===== src/rtl/ysyx_22051013_pipe_ctrl_if.sv =====
// Hazard request / pipeline control bundle for the central pipe controller.
// master: the stages (drive requests, receive controls); slave: the controller.
interface ysyx_22051013_pipe_ctrl_if #(
  parameter int PC_W  = 64,
  parameter int CNT_W = 32
);
  logic            id_load_use;
  logic            id_jump_req;
  logic [PC_W-1:0] id_jump_pc;
  logic            ex_busy;
  logic            ex_trap_req;
  logic [PC_W-1:0] ex_trap_pc;
  logic            ls_busy;
  logic            if_busy;

  logic             pc_stall;
  logic             if_id_stall;
  logic             id_ex_stall;
  logic             ex_ls_stall;
  logic             ls_wb_stall;
  logic             if_id_flush;
  logic             id_ex_flush;
  logic             ex_ls_flush;
  logic             ls_wb_flush;
  logic             redirect_valid;
  logic [PC_W-1:0]  redirect_pc;
  logic [CNT_W-1:0] stall_cnt;

  modport master (
    output id_load_use, id_jump_req, id_jump_pc,
    output ex_busy, ex_trap_req, ex_trap_pc,
    output ls_busy, if_busy,
    input  pc_stall, if_id_stall, id_ex_stall,
    input  ex_ls_stall, ls_wb_stall,
    input  if_id_flush, id_ex_flush,
    input  ex_ls_flush, ls_wb_flush,
    input  redirect_valid, redirect_pc, stall_cnt
  );

  modport slave (
    input  id_load_use, id_jump_req, id_jump_pc,
    input  ex_busy, ex_trap_req, ex_trap_pc,
    input  ls_busy, if_busy,
    output pc_stall, if_id_stall, id_ex_stall,
    output ex_ls_stall, ls_wb_stall,
    output if_id_flush, id_ex_flush,
    output ex_ls_flush, ls_wb_flush,
    output redirect_valid, redirect_pc, stall_cnt
  );
endinterface


===== src/rtl/ysyx_22051013_pipe_ctrl.sv =====
// Central 5-stage pipeline controller: freeze levels, trap/jump redirect, pending redirect.
// Ports: clk, rst (sync, active-high), io (slave: hazard requests in, stall/flush/redirect out).
module ysyx_22051013_pipe_ctrl #(
  parameter int PC_W  = 64,
  parameter int CNT_W = 32
) (
  input logic clk,
  input logic rst,
  ysyx_22051013_pipe_ctrl_if.slave io
);

  typedef enum logic {
    S_RUN  = 1'b0,
    S_WAIT = 1'b1
  } state_t;

  state_t           r_state;
  state_t           w_next;
  logic [PC_W-1:0]  r_pend_pc;
  logic [PC_W-1:0]  w_pend_nxt;
  logic [CNT_W-1:0] r_stall_cnt;

  logic            w_trap_ok;
  logic            w_jump_ok;
  logic            w_req;
  logic [PC_W-1:0] w_tgt;

  logic w_fz_pc;
  logic w_fz_ifid;
  logic w_fz_idex;
  logic w_fz_exls;
  logic w_fz_idex_fl;
  logic w_fz_exls_fl;
  logic w_fz_lswb_fl;

  logic            w_pc_stall;
  logic            w_ifid_stall;
  logic            w_idex_stall;
  logic            w_exls_stall;
  logic            w_lswb_stall;
  logic            w_ifid_flush;
  logic            w_idex_flush;
  logic            w_exls_flush;
  logic            w_lswb_flush;
  logic            w_rv;
  logic [PC_W-1:0] w_rpc;

  // A trap only waits on LS; ex_busy/load_use belong to
  // younger work that the trap throws away anyway.
  assign w_trap_ok = io.ex_trap_req & ~io.ls_busy;

  // Jumps in WAIT_FETCH come from the wrong path.
  assign w_jump_ok = io.id_jump_req & ~io.ex_trap_req
                   & ~io.ls_busy & ~io.ex_busy
                   & ~io.id_load_use
                   & (r_state == S_RUN);

  assign w_req = w_trap_ok | w_jump_ok;
  assign w_tgt = w_trap_ok ? io.ex_trap_pc
                           : io.id_jump_pc;

  // Freeze levels, highest priority first.
  always_comb begin
    w_fz_pc      = 1'b0;
    w_fz_ifid    = 1'b0;
    w_fz_idex    = 1'b0;
    w_fz_exls    = 1'b0;
    w_fz_idex_fl = 1'b0;
    w_fz_exls_fl = 1'b0;
    w_fz_lswb_fl = 1'b0;
    if (io.ls_busy) begin
      w_fz_pc      = 1'b1;
      w_fz_ifid    = 1'b1;
      w_fz_idex    = 1'b1;
      w_fz_exls    = 1'b1;
      w_fz_lswb_fl = 1'b1;
    end else if (w_trap_ok) begin
      w_fz_pc      = 1'b0;
    end else if (io.ex_busy) begin
      w_fz_pc      = 1'b1;
      w_fz_ifid    = 1'b1;
      w_fz_idex    = 1'b1;
      w_fz_exls_fl = 1'b1;
    end else if (io.id_load_use) begin
      w_fz_pc      = 1'b1;
      w_fz_ifid    = 1'b1;
      w_fz_idex_fl = 1'b1;
    end
  end

  always_ff @(posedge clk) begin
    if (rst) begin
      r_state     <= S_RUN;
      r_pend_pc   <= '0;
      r_stall_cnt <= '0;
    end else begin
      r_state     <= w_next;
      r_pend_pc   <= w_pend_nxt;
      r_stall_cnt <= r_stall_cnt
                   + {{(CNT_W-1){1'b0}}, w_pc_stall};
    end
  end

  always_comb begin
    w_next     = r_state;
    w_pend_nxt = r_pend_pc;
    unique case (r_state)
      S_RUN: begin
        if (w_req && io.if_busy) begin
          w_next     = S_WAIT;
          w_pend_nxt = w_tgt;
        end
      end
      S_WAIT: begin
        if (!io.if_busy) begin
          w_next = S_RUN;
        end else if (w_trap_ok) begin
          w_pend_nxt = io.ex_trap_pc;
        end
      end
      default: w_next = S_RUN;
    endcase
  end

  always_comb begin
    w_pc_stall   = 1'b0;
    w_ifid_stall = 1'b0;
    w_idex_stall = 1'b0;
    w_exls_stall = 1'b0;
    w_lswb_stall = 1'b0;
    w_ifid_flush = 1'b0;
    w_idex_flush = 1'b0;
    w_exls_flush = 1'b0;
    w_lswb_flush = 1'b0;
    w_rv         = 1'b0;
    w_rpc        = '0;
    if (!rst) begin
      unique case (r_state)
        S_RUN: begin
          w_rv  = w_req & ~io.if_busy;
          w_rpc = w_rv ? w_tgt : '0;
        end
        S_WAIT: begin
          // A trap arriving as the fetch lands
          // supersedes the parked target.
          w_rv  = ~io.if_busy;
          if (w_rv)
            w_rpc = w_trap_ok ? io.ex_trap_pc
                              : r_pend_pc;
        end
        default: w_rv = 1'b0;
      endcase
      // Stale fetch must never reach decode while waiting.
      w_ifid_flush = w_trap_ok | w_jump_ok
                   | (r_state == S_WAIT);
      w_idex_flush = w_trap_ok | w_fz_idex_fl;
      w_exls_flush = w_fz_exls_fl;
      w_lswb_flush = w_fz_lswb_fl;
      // Flush wins over stall on the same register.
      w_ifid_stall = w_fz_ifid & ~w_ifid_flush;
      w_idex_stall = w_fz_idex & ~w_idex_flush;
      w_exls_stall = w_fz_exls & ~w_exls_flush;
      w_lswb_stall = 1'b0;
      // The redirect load itself overrides any PC hold.
      w_pc_stall   = ~w_rv & (w_fz_pc | io.if_busy
                   | (r_state == S_WAIT));
    end
  end

  assign io.pc_stall       = w_pc_stall;
  assign io.if_id_stall    = w_ifid_stall;
  assign io.id_ex_stall    = w_idex_stall;
  assign io.ex_ls_stall    = w_exls_stall;
  assign io.ls_wb_stall    = w_lswb_stall;
  assign io.if_id_flush    = w_ifid_flush;
  assign io.id_ex_flush    = w_idex_flush;
  assign io.ex_ls_flush    = w_exls_flush;
  assign io.ls_wb_flush    = w_lswb_flush;
  assign io.redirect_valid = w_rv;
  assign io.redirect_pc    = w_rpc;
  assign io.stall_cnt      = r_stall_cnt;

endmodule

===== src/flat_wrapper.sv =====
// flat-port wrapper written by rule: the top's interface ports become plain ports
module ysyx_22051013_pipe_ctrl_flat 
#(
  parameter int PC_W  = 64,
  parameter int CNT_W = 32
)
  (clk, rst, io_id_load_use, io_id_jump_req, io_id_jump_pc, io_ex_busy, io_ex_trap_req, io_ex_trap_pc, io_ls_busy, io_if_busy, io_pc_stall, io_if_id_stall, io_id_ex_stall, io_ex_ls_stall, io_ls_wb_stall, io_if_id_flush, io_id_ex_flush, io_ex_ls_flush, io_ls_wb_flush, io_redirect_valid, io_redirect_pc, io_stall_cnt);
  ysyx_22051013_pipe_ctrl_if #(.PC_W(PC_W), .CNT_W(CNT_W)) io_i ();
  input logic clk;
  input logic rst;
  input wire logic [$bits(io_i.id_load_use)-1:0] io_id_load_use;
  input wire logic [$bits(io_i.id_jump_req)-1:0] io_id_jump_req;
  input wire logic [$bits(io_i.id_jump_pc)-1:0] io_id_jump_pc;
  input wire logic [$bits(io_i.ex_busy)-1:0] io_ex_busy;
  input wire logic [$bits(io_i.ex_trap_req)-1:0] io_ex_trap_req;
  input wire logic [$bits(io_i.ex_trap_pc)-1:0] io_ex_trap_pc;
  input wire logic [$bits(io_i.ls_busy)-1:0] io_ls_busy;
  input wire logic [$bits(io_i.if_busy)-1:0] io_if_busy;
  output wire logic [$bits(io_i.pc_stall)-1:0] io_pc_stall;
  output wire logic [$bits(io_i.if_id_stall)-1:0] io_if_id_stall;
  output wire logic [$bits(io_i.id_ex_stall)-1:0] io_id_ex_stall;
  output wire logic [$bits(io_i.ex_ls_stall)-1:0] io_ex_ls_stall;
  output wire logic [$bits(io_i.ls_wb_stall)-1:0] io_ls_wb_stall;
  output wire logic [$bits(io_i.if_id_flush)-1:0] io_if_id_flush;
  output wire logic [$bits(io_i.id_ex_flush)-1:0] io_id_ex_flush;
  output wire logic [$bits(io_i.ex_ls_flush)-1:0] io_ex_ls_flush;
  output wire logic [$bits(io_i.ls_wb_flush)-1:0] io_ls_wb_flush;
  output wire logic [$bits(io_i.redirect_valid)-1:0] io_redirect_valid;
  output wire logic [$bits(io_i.redirect_pc)-1:0] io_redirect_pc;
  output wire logic [$bits(io_i.stall_cnt)-1:0] io_stall_cnt;
  assign io_i.id_load_use = io_id_load_use;
  assign io_i.id_jump_req = io_id_jump_req;
  assign io_i.id_jump_pc = io_id_jump_pc;
  assign io_i.ex_busy = io_ex_busy;
  assign io_i.ex_trap_req = io_ex_trap_req;
  assign io_i.ex_trap_pc = io_ex_trap_pc;
  assign io_i.ls_busy = io_ls_busy;
  assign io_i.if_busy = io_if_busy;
  assign io_pc_stall = io_i.pc_stall;
  assign io_if_id_stall = io_i.if_id_stall;
  assign io_id_ex_stall = io_i.id_ex_stall;
  assign io_ex_ls_stall = io_i.ex_ls_stall;
  assign io_ls_wb_stall = io_i.ls_wb_stall;
  assign io_if_id_flush = io_i.if_id_flush;
  assign io_id_ex_flush = io_i.id_ex_flush;
  assign io_ex_ls_flush = io_i.ex_ls_flush;
  assign io_ls_wb_flush = io_i.ls_wb_flush;
  assign io_redirect_valid = io_i.redirect_valid;
  assign io_redirect_pc = io_i.redirect_pc;
  assign io_stall_cnt = io_i.stall_cnt;
  ysyx_22051013_pipe_ctrl #(.PC_W(PC_W), .CNT_W(CNT_W)) u_core (.clk(clk), .rst(rst), .io(io_i));
endmodule

===== config.mk =====
export PLATFORM = sky130hd
export DESIGN_NAME = ysyx_22051013_pipe_ctrl_flat
export DESIGN_NICKNAME = d
export VERILOG_FILES = /design/src/rtl/ysyx_22051013_pipe_ctrl_if.sv /design/src/rtl/ysyx_22051013_pipe_ctrl.sv /design/src/flat_wrapper.sv
export SDC_FILE = /design/constraint.sdc
export NUM_CORES = 1
export LEC_CHECK = 0
export CORE_MARGIN = 4
export CORE_UTILIZATION = 40
export DETAILED_ROUTE_END_ITERATION = 12
export HOLD_SLACK_MARGIN = 0.03
export MAX_ROUTING_LAYER = met4
export PLACE_DENSITY = 0.79
export SLEW_MARGIN = 15
export SYNTH_ARGS = -nofsm -noshare
export SYNTH_HDL_FRONTEND = slang
export SYNTH_SLANG_ARGS = --single-unit

===== constraint.sdc =====
create_clock -name clk -period 3.4 [get_ports clk]
set_input_delay 0.51 -clock clk [delete_from_list [all_inputs] [get_ports clk]]
set_output_delay 0.51 -clock clk [all_outputs]
set_load 0.03 [all_outputs]

* Word-level counts from Yosys, hierarchy flattened
Index checks and enable logic that the tools add are counted.
** Word-level totals
- Flip-flop bits (word level) :: 97
- Input bits :: 136
- Output and inout bits :: 106
- Logic and storage cells :: 69
** Operators by class
- Add/sub/neg operators :: 1
- Equal/unequal tests :: 2
- Mux-type cells :: 35
- Bitwise operators :: 26
- Reduce and logical (&&, ||, !) cells :: 2
** Operator list (count)
- two-way mux 64 bit :: 7
- one-hot mux 64 bit (2 select lines) :: 2
- adder 32 x 1 -> 32 bit :: 1
- two-way mux 1 bit :: 24
- bitwise AND 1 bit :: 11
- NOT 1 bit :: 10
- bitwise OR 1 bit :: 5
- != test 2 bit (second input constant) :: 2
- one-hot mux 1 bit (2 select lines) :: 2
- AND reduction 2 bit :: 1
- logical AND 1 bit :: 1

* Depth between registers and ports, before layout
- Depth in word-level cells :: 14
- Depth in mapped cells :: 12
- Depth with buffers taken out :: 10

* Worst setup path before layout
No wires, ideal clock.
- Path kind :: input-to-reg
- Start point :: input port io_ex_trap_req
- End point :: register u_core.r_stall_cnt[20] (netlist: u_core.io.stall_cnt[20])
- Arrival time :: 4011 ps
- Slack :: -681 ps
- Stages on the path :: 11
- Path through :: clkbuf_1 o21ba_2 nor4_1 o21bai_1 ha_1 ha_1 nand2_1 or3_1 clkbuf_2 or4_1 a21oi_1
** On the way
- Word-level cells in the longest chain between the ends :: 14
** RTL lines
- start, declared :: line flat_wrapper.sv:15 : input wire logic [$bits(io_i.ex_trap_req)-1:0] io_ex_trap_req;
- NOT 1 bit :: line ysyx_22051013_pipe_ctrl.sv:53 : assign w_jump_ok = io.id_jump_req & ~io.ex_trap_req
- bitwise AND 1 bit :: line ysyx_22051013_pipe_ctrl.sv:53
- bitwise AND 1 bit (2 in a row) :: line ysyx_22051013_pipe_ctrl.sv:54 : & ~io.ls_busy & ~io.ex_busy
- bitwise AND 1 bit :: line ysyx_22051013_pipe_ctrl.sv:55 : & ~io.id_load_use
- bitwise AND 1 bit :: line ysyx_22051013_pipe_ctrl.sv:56 : & (r_state == S_RUN);
- bitwise OR 1 bit :: line ysyx_22051013_pipe_ctrl.sv:58 : assign w_req = w_trap_ok | w_jump_ok;
- bitwise AND 1 bit :: line ysyx_22051013_pipe_ctrl.sv:140 : w_rv = w_req & ~io.if_busy;
- one-hot mux 1 bit (2 select lines) :: line ysyx_22051013_pipe_ctrl.sv:138 : unique case (r_state)
- two-way mux 1 bit :: line ysyx_22051013_pipe_ctrl.sv:137 : if (!rst) begin
- NOT 1 bit :: line ysyx_22051013_pipe_ctrl.sv:165 : w_pc_stall = ~w_rv & (w_fz_pc | io.if_busy
- bitwise AND 1 bit * :: line ysyx_22051013_pipe_ctrl.sv:165
- two-way mux 1 bit * :: line ysyx_22051013_pipe_ctrl.sv:137
- net io_pc_stall :: line flat_wrapper.sv:19 : output wire logic [$bits(io_i.pc_stall)-1:0] io_pc_stall;
- adder 32 x 1 -> 32 bit * :: line ysyx_22051013_pipe_ctrl.sv:100 : + {{(CNT_W-1){1'b0}}, w_pc_stall};
- end signal, assigned :: line ysyx_22051013_pipe_ctrl.sv:99 : r_stall_cnt <= r_stall_cnt
- end, declared :: line ysyx_22051013_pipe_ctrl.sv:21 : logic [CNT_W-1:0] r_stall_cnt;
The timed path passes the listed nets; every way through them passes the cells marked *. The select of a mux whose other input is x is not followed.
A chain may end at the register's enable or synchronous reset.

* Final worst setup path
- Start point :: input port io_ex_busy
- End point :: output port io_redirect_pc[0]
** On the way
- Word-level cells in the longest chain between the ends :: 9
** RTL lines
- start, declared :: line flat_wrapper.sv:14 : input wire logic [$bits(io_i.ex_busy)-1:0] io_ex_busy;
- NOT 1 bit :: line ysyx_22051013_pipe_ctrl.sv:54
- bitwise AND 1 bit :: line ysyx_22051013_pipe_ctrl.sv:54
- bitwise AND 1 bit :: line ysyx_22051013_pipe_ctrl.sv:55
- bitwise AND 1 bit :: line ysyx_22051013_pipe_ctrl.sv:56
- bitwise OR 1 bit :: line ysyx_22051013_pipe_ctrl.sv:58
- bitwise AND 1 bit :: line ysyx_22051013_pipe_ctrl.sv:140
- two-way mux 64 bit :: line ysyx_22051013_pipe_ctrl.sv:141 : w_rpc = w_rv ? w_tgt : '0;
- one-hot mux 64 bit (2 select lines) :: line ysyx_22051013_pipe_ctrl.sv:138
- two-way mux 64 bit :: line ysyx_22051013_pipe_ctrl.sv:137
- end, declared :: line flat_wrapper.sv:29 : output wire logic [$bits(io_i.redirect_pc)-1:0] io_redirect_pc;
No other way between the ends.

==> run_results.csv <==
group,metric,value,unit
worst_setup_path,endpoint_kind,"output port",
logic_synthesis,yosysWarningCount,0,
drt,drtIter0Drc,241,
global_route,grt_pass1_vias,5720,
drt,vias,5827,
layout,synthToLayoutAreaGrowth,44.0,%
clocking,clk_latency,0.34,ns
global_route,grt_antenna_before_repair,1,
logic_synthesis,postSynth.asyncResetShare,0,
clocking,ctsResizeCount,0,
logic_synthesis,synth_cell_types,45,
drt,wl_per_cell,15.4,um
sta,setup_tns,0,ns
sta,fin_skew,0.00854,ns
drt,first_pass_iters,4,
logic_synthesis,syn_area,6310,sq um
global_route,use_met1,0.232,
floorplan,core,15300,sq um
clocking,htree_levels,3,
global_route,grt_start_max_net_pins,83,
logic_synthesis,synth_top_cell_area_share,0.308,
layout,instances_no_fill,1156,
worst_setup_path,crit_fanout,5,
clocking,clockBufferDepth,2,
global_route,overflow,0,
worst_setup_path,critPathKind,"in -> out",
layout,drive_gt1_frac,0.252,
worst_setup_path,r2r_slack,0.78,ns
worst_setup_path,r2r_cells,8,
sta,fmax,315,MHz
logic_synthesis,synth_most_common_cell,"nor2_1",
sta,fin_crit_sh,0.932,
logic_synthesis,synth_ff_type,"dfxtp_1",
drt,drc,0,
power,p_leak,3.82,nW
clocking,clkTransAtPathRegs,0.07,ns
clocking,hold_buffers,0,
worst_setup_path,startpoint_type,"input pin",
logic_synthesis,synth-seq-cells,97,
sta,rsz0062_at_grt,"no",
min_path,min_path_cells,2,
sta,worstMarginPinSlew,0.799,ns
logic_synthesis,yosysTopAreaCell,"dfxtp_1",
floorplan,initial_core_util,0.412,
layout,nets,1077,
clocking,cts_buffers,9,
worst_setup_path,arrival,2.66,ns
clocking,cts_root_buf,"clkbuf_16",
sta,setup_viol,0,
flow_run,cap_violations,0,
placement,gp_congestion,0.847,
global_route,grtUsageMet2,0.332,
run_status,status,"completed",
logic_synthesis,synth.net_count,865,
logic_synthesis,synth_edf_count,0,
clocking,clock-sinks,97,
floorplan,ios,242,
sta,hold_slack,0.483,ns
sta,final_max_slew_viol_count,0,
worst_setup_path,cp.required,2.89,ns
sta,period_minus_slack,3.17,ns
global_route,grt-busiest-layer,"met2",
placement,dp_hpwl,13200,um
logic_synthesis,synthTopCellsByCount,"nor2_1 (150), mux2_2 (125), dfxtp_1 (97), mux2i_1 (69), nor2b_1 (68)",
logic_synthesis,seq_area_frac_synth,0.308,
sta,relSlewSlack,0.467,
min_path,hold_class,"reg -> reg",
floorplan,die_y,134,um
power,ir_worst_vdd,0.207,mV
drt,viasPerCell,5.04,
clocking,cts_setup_buffers,0,
global_route,grt_pass1_wl,27900,um
global_route,track_usage,0.196,
floorplan,fp.dieW,134,um
floorplan,row_count,45,
placement,placed_cells,1139,
floorplan,dieArea,17800,sq um
drt,ant_nets,0,
placement,io_buffer_count,240,
logic_synthesis,syn_area_per_cell,8.68,sq um
sta,hold_viol,0,
clocking,cts_tree,"built",
logic_synthesis,syn_inst,727,
power,power.density,321,nW/um^2
logic_synthesis,synth_area_leaders,"dfxtp_1 (31%), mux2_2 (22%), mux2i_1 (11%)",
global_route,grt_use_met3,0.0446,
drt,wl,17800,um
## worst max-delay path: stages
cell and delay [ns]:
clkdlybuf4s50_1 0.44, nor3b_2 0.28, buf_4 0.17, o211ai_1 0.21, o22a_1 0.28, nor2_1 0.09
clkdlybuf4s50_1 0.69
## power by group
part	total, W	switching [W]	leakage, nW	internal, W
sequential	0.00121	0.0000265	0.788	0.00118
clock	0.00106	0.000466	0.145	0.000593
combinational	0.000655	0.000291	2.89	0.000364
total	0.00292	0.000783	3.82	0.00214
## final timing paths
check	from	endpoint
hold reg to reg	u_core.r_pend_pc[4]	u_core.r_pend_pc[4]
setup / recovery	io_ex_busy	io_redirect_pc[0]
hold / removal	u_core.r_pend_pc[4]	u_core.r_pend_pc[4]
setup reg to reg	u_core.r_state	u_core.io.stall_cnt[28]
## cell families (layout without fill, tap and decap cells)
family,Yosys count,after routing,synth area share
AOI/OAI and AO/OA,57,57,0.0583
adders and majority gates,2,2,0.00397
and+or+nand+nor,296,296,0.235
buffers and inverters,72,289,0.0506
muxes,194,194,0.333
other,1,2,0.000595
DFF,97,97,0.308
xor gates and xnor gates,8,8,0.0111
## sequential cells by signal (all words and copies together), names as in the netlist
signal	count
u_core.r_state	1
u_core.r_pend_pc	64
u_core.io.stall_cnt	32
## layer usage
layer	wire length, um	up-vias
li1	-	2928
met2	8560	184
met4	277	0
met3	1210	17
met1	7740	2698
met5	0	-
## cells in the final DEF, fill, tap and decap left out, types with 4 or more instances in the layout
cell type        instances
xnor2_1                  5
buf_4                   79
or4_1                    8
nor3_1                   8
nand4_1                  4
o22a_1                   5
a21oi_1                 25
mux2i_1                 69
nor4_1                   7
o21ai_0                  5
nand2_1                 16
clkbuf_16                9
nand2b_1                 6
nor2_1                 150
a211o_1                  5
clkdlybuf4s50_1        178
dfxtp_1                 96
mux2_2                 125
nor2b_1                 68
nand3_1                  6
and3b_1                  5
inv_1                   13
or3_1                    5
o31ai_1                  8
## stage by stage
step	power [W]	utilization	worst slack (ns)	area (sq um)
global route	0.00305	0.593	0.139	9080
CTS	0.00295	0.593	0.205	9080
finish	0.00292	0.593	0.230	9080
floorplan	0.00161	-	0.0228	6330
detailed placement	0.00189	0.573	0.0441	8780
global placement	0.00188	0.573	0.0815	8780
## cell type report
| cell class | count | area (sq um) |
|---|---|---|
| Fill cell | 1362 | 6230 |
| Inverter | 13 | 48.8 |
| Multi-Input combinational cell | 558 | 4090 |
| Timing Repair Buffer | 260 | 2430 |
| Tap cell | 211 | 264 |
| Antenna cell | 1 | 2.50 |
| Clock buffer | 10 | 239 |
| Clock inverter | 6 | 65.1 |
| Sequential cell | 97 | 1950 |
No activity file was read; power rests on OpenSTA's default activity.
